--- src/rtl/and_serial_ctrl_pkg.sv ---
// Shared types and helpers for the bit-serial AND sequencer.
// State codes are a 2-bit binary encoding; 2'b11 is unused and recovers to IDLE.
package and_serial_ctrl_pkg;

    typedef enum logic [1:0] {
        ST_IDLE = 2'b00,
        ST_RUN  = 2'b01,
        ST_DONE = 2'b10
    } state_e;

    // A 1-bit operand still needs a 1-bit index register.
    function automatic int idx_width(input int w);
        return (w > 1) ? $clog2(w) : 1;
    endfunction

endpackage

--- src/rtl/and_serial_ctrl_if.sv ---
// Request/result bus between a register-level requester and the serial AND sequencer.
interface and_serial_ctrl_if #(
    parameter int WIDTH = 8
);
    logic             start;
    logic [WIDTH-1:0] a_in;
    logic [WIDTH-1:0] b_in;
    logic             busy;
    logic             done;
    logic [WIDTH-1:0] x_out;

    modport master (
        output start, a_in, b_in,
        input  busy, done, x_out
    );

    modport slave (
        input  start, a_in, b_in,
        output busy, done, x_out
    );
endinterface

--- src/rtl/and_1_bit.sv ---
// Single-bit AND datapath cell, time-shared across all operand bits.
module and_1_bit (
    input  logic A,
    input  logic B,
    output logic X
);
    assign X = A & B;
endmodule

--- src/rtl/and_serial_ctrl.sv ---
// Sequencer that pushes WIDTH operand bit pairs through one and_1_bit cell, LSB first,
// then pulses done for one cycle. Result holds until the next accepted start or reset.
module and_serial_ctrl
    import and_serial_ctrl_pkg::*;
#(
    parameter int WIDTH = 8
) (
    input  logic               clk,
    input  logic               rst,
    and_serial_ctrl_if.slave   bus
);

    localparam int             IDX_W    = idx_width(WIDTH);
    localparam logic [IDX_W-1:0] IDX_LAST = IDX_W'(WIDTH - 1);

    state_e             state_q, state_d;
    logic [IDX_W-1:0]   idx_q, idx_d;
    logic [WIDTH-1:0]   a_q, a_d;
    logic [WIDTH-1:0]   b_q, b_d;
    logic [WIDTH-1:0]   x_q, x_d;
    logic               cell_a, cell_b, cell_x;

    assign cell_a = a_q[idx_q];
    assign cell_b = b_q[idx_q];

    and_1_bit u_cell (
        .A (cell_a),
        .B (cell_b),
        .X (cell_x)
    );

    always_ff @(posedge clk) begin
        if (rst) begin
            state_q <= ST_IDLE;
            idx_q   <= '0;
            a_q     <= '0;
            b_q     <= '0;
            x_q     <= '0;
        end else begin
            state_q <= state_d;
            idx_q   <= idx_d;
            a_q     <= a_d;
            b_q     <= b_d;
            x_q     <= x_d;
        end
    end

    always_comb begin
        state_d = state_q;
        case (state_q)
            ST_IDLE: if (bus.start) state_d = ST_RUN;
            ST_RUN:  if (idx_q == IDX_LAST) state_d = ST_DONE;
            ST_DONE: state_d = ST_IDLE;
            default: state_d = ST_IDLE;
        endcase
    end

    // Index stops at the last bit so it never wraps; it is reloaded on the next accept.
    always_comb begin
        idx_d = idx_q;
        a_d   = a_q;
        b_d   = b_q;
        x_d   = x_q;
        case (state_q)
            ST_IDLE: begin
                if (bus.start) begin
                    a_d   = bus.a_in;
                    b_d   = bus.b_in;
                    x_d   = '0;
                    idx_d = '0;
                end
            end
            ST_RUN: begin
                x_d[idx_q] = cell_x;
                if (idx_q != IDX_LAST) idx_d = idx_q + IDX_W'(1);
            end
            default: ;
        endcase
    end

    always_comb begin
        bus.busy  = (state_q == ST_RUN) || (state_q == ST_DONE);
        bus.done  = (state_q == ST_DONE);
        bus.x_out = x_q;
    end

endmodule

--- src/flat_wrapper.sv ---
// flat-port wrapper written by rule: the top's interface ports become plain ports
module and_serial_ctrl_flat import and_serial_ctrl_pkg::*;
#(
    parameter int WIDTH = 8
)
  (clk, rst, bus_start, bus_a_in, bus_b_in, bus_busy, bus_done, bus_x_out);
  and_serial_ctrl_if #(.WIDTH(WIDTH)) bus_i ();
  input  logic clk;
  input  logic rst;
  input wire logic [$bits(bus_i.start)-1:0] bus_start;
  input wire logic [$bits(bus_i.a_in)-1:0] bus_a_in;
  input wire logic [$bits(bus_i.b_in)-1:0] bus_b_in;
  output wire logic [$bits(bus_i.busy)-1:0] bus_busy;
  output wire logic [$bits(bus_i.done)-1:0] bus_done;
  output wire logic [$bits(bus_i.x_out)-1:0] bus_x_out;
  assign bus_i.start = bus_start;
  assign bus_i.a_in = bus_a_in;
  assign bus_i.b_in = bus_b_in;
  assign bus_busy = bus_i.busy;
  assign bus_done = bus_i.done;
  assign bus_x_out = bus_i.x_out;
  and_serial_ctrl #(.WIDTH(WIDTH)) u_core (.clk(clk), .rst(rst), .bus(bus_i));
endmodule
--- config.mk ---
export PLATFORM = sky130hd
export DESIGN_NAME = and_serial_ctrl_flat
export DESIGN_NICKNAME = d
export VERILOG_FILES = /design/src/rtl/and_serial_ctrl_pkg.sv /design/src/rtl/and_serial_ctrl_if.sv /design/src/rtl/and_1_bit.sv /design/src/rtl/and_serial_ctrl.sv /design/src/flat_wrapper.sv
export SDC_FILE = /design/constraint.sdc
export NUM_CORES = 1
export LEC_CHECK = 0
export ABC_AREA = 1
export ABC_CLOCK_PERIOD_IN_PS = 1700
export BUFFER_PORTS_ARGS = -buffer_cell sky130_fd_sc_hd__buf_2
export CORE_MARGIN = 1.5
export CORE_UTILIZATION = 53
export DETAILED_ROUTE_END_ITERATION = 6
export PLACE_DENSITY = 0.77
export SLEW_MARGIN = 20
export SYNTH_ARGS = -nofsm -noshare
export SYNTH_HDL_FRONTEND = slang
export SYNTH_HIERARCHICAL = 1
export SYNTH_SLANG_ARGS = --single-unit
--- constraint.sdc ---
create_clock -name clk -period 1.7 [get_ports clk]
set_input_delay 0.255 -clock clk [delete_from_list [all_inputs] [get_ports clk]]
set_output_delay 0.255 -clock clk [all_outputs]
set_load 0.005 [all_outputs]
==> impl_metrics.ini <==
[sta]
maxSlewHeadroom_pct = 67.2
tightest_slew_ns = 0.491
setup_violations = 0
period_needed_ns = 1.60
max_freq_ghz = 0.626
finalSetupTns_ns = 0
slew_violations = 0
finalHoldViolCount = 0
rsz0062_at_grt = no
period_share_pct = 94.0
fin_hold_ws_ns = 0.155
finClkSkew_ns = 0.00349

[placement]
dp.cells = 275
port_buffers = 28
gp_congestion = 0.834
hpwl_um = 2160

[routing]
route.detailed.drc = 0
drtIter0Drc = 42
wl_um = 3000
drt.antenna.violating_nets = 0
dr_total_vias = 1440
dr.pass1.iters = 4
wl_per_cell_um = 10.5
vias_per_cell = 5.05

[cts]
cts.sinks = 29
clock_latency_ns = 0.32
cts_tree = done
clockBufferDepth = 2
root_buffer = clkbuf_4
cts_buffers = 5
clkTransAtPathRegs_ns = 0.09
cts_htree_levels = 2

[min_path]
hold-path-cell-count = 3
hold_class = in2reg

[floorplanning]
io_pins = 29
die_w_um = 55.3
die_y_um = 55.3
rows = 18
dieArea_um2 = 3050
core_area_um2 = 2520
initial_core_util_pct = 57.4

[grt]
grt_pass1_wl_um = 5290
grt_pass1_vias = 1250
grt_max_degree = 20
grt_usage_pct = 21.5
gr-total-overflow = 0
grt_antenna_before_repair = 0

[critical_path]
cpMaxStageDelayCell = dfxtp_4
cp_slowest_stage_delay_ns = 0.39
ff2ff_path_depth = 8
crit_path_start_kind = flip-flop
crit_chain = buf_4, ha_1, ha_1, a21oi_2, nand2_1, nand2_1, inv_1, nor2_1
crit_type = reg2reg
required_ns = 1.95
cp_data_arrival_time_ns = 1.85
crit_path_end_kind = flip-flop
cp_max_fo = 8

[finish]
final_cells = 285
nets = 280
antenna_cells = 0
areaGrowthSynthToFinish_pct = 19.0
drive_gt1_share_pct = 22.7

[outcome]
outcome = completed

[synthesis]
synth-seq-cells = 29
synth.distinct_cells = 19
ys_seq_area_share_pct = 40.1
netlist_area_um2 = 1450
syn_avg_cell_area_um2 = 6.64
synthCells = 218
synthesis.nets = 244
yosysWarnings = 6

[pwr]
peakVddDrop_mv = 1.02
power_per_cell_area_nw_per_um2 = 1610
p_leak_uw = 0.000849

[job]
drv_cap = 0
==> logic make-up (layout without fill, tap and decap cells) <==
logic type	Yosys count	after routing	share of synthesized area, %
adders and majority gates	7	7	6.05
DFF	29	29	40.1
AOI/OAI and AO/OA	41	41	14.7
buffers and inverters	25	62	7.17
and+or+nand+nor	116	116	32.0
==> what timing repair did <==
item	CTS	global route
setup buffers	0	2
setup endpoints to repair	0	13
hold buffers	0	0
resized for setup	0	10
==> worst paths after layout <==
kind / from / endpoint / slack (ns)
worst min-delay path: bus_a_in[7] / u_core/a_q[7]$_SDFFE_PP0P_ / 0.15
worst min register to register: u_core/bus.x_out[1]$_SDFFE_PP0P_ / u_core/bus.x_out[1]$_SDFFE_PP0P_ / 0.46
worst max register to register: u_core/idx_q[0]$_SDFFE_PP0P_ / u_core/idx_q[0]$_SDFFE_PP0P_ / 0.10
worst max-delay path: u_core/idx_q[0]$_SDFFE_PP0P_ / u_core/idx_q[0]$_SDFFE_PP0P_ / 0.10
==> metal layers <==
metal	share of wire, %	global-route usage, %
met5	0	0
met4	2.2	9.41
met3	4.5	4.92
met2	47	37.1
met1	46	25.4
==> report_power, final <==
group	internal [uW]	switching [uW]
Combinational	536	807
Sequential	860	176
Clock	157	233
==> cell type report <==
type                    instances  area [um2]
clock inverters                 2        10.0
inverters                      17        68.8
clock buffers                   6        41.3
multi-input cells             164         768
flip-flops and latches         29         589
fillers                       255         800
repair buffers                 37         208
well taps                      30        37.5
==> registers in the layout (all words and copies together), names as in the netlist <==
name,flops
u_core/idx_q,3
u_core/a_q,8
u_core/b_q,8
u_core/state_q,2
u_core/bus.x_out,8
==> through the flow <==
step | area (um2) | setup slack (ns) | util [%] | power, uW
floorplan | 1450 | 0.174 | - | 1950
global placement | 1640 | 0.0244 | 64.9 | 2290
detailed placement | 1640 | 0.0501 | 64.9 | 2300
CTS | 1690 | 0.0215 | 67.0 | 2690
global route | 1720 | 0.00865 | 68.3 | 3040
finish | 1720 | 0.102 | 68.3 | 2770
==> placed cells by master, fill, tap and decap left out, drive strengths merged <==
master,instances
nand2,64
nor2,40
buf,37
dfxtp,29
o21ai,24
a21oi,17
inv,17
nand3,12
ha,7
clkbuf,6
clkinv,2
==> synthesized netlist by cell type <==
master	instances	area (um2)
nand2_1	63	236
a21oi_1	16	80.1
buf_4	1	7.51
nor2_4	1	11.3
clkbuf_1	1	3.75
o21ai_2	1	8.76
dfxtp_1	29	581
buf_1	1	3.75
nor2_1	38	143
buf_2	5	25.0
nand2_2	1	6.26
nand3_1	12	60.1
inv_2	4	15.0
o21ai_0	10	50.1
ha_1	7	87.6
o21ai_1	13	65.1
a21oi_2	1	8.76
inv_1	13	48.8
nor2_2	1	6.26
==> worst max-delay path, delay by kind of cell (launching register included) <==
family	cells	cell delay [ns]
adders and majority gates	2	0.40
DFF	1	0.39
and+or+nand+nor	3	0.30
buffers and inverters	2	0.21
AOI/OAI and AO/OA	1	0.21
(Power assumes the default switching activity.)
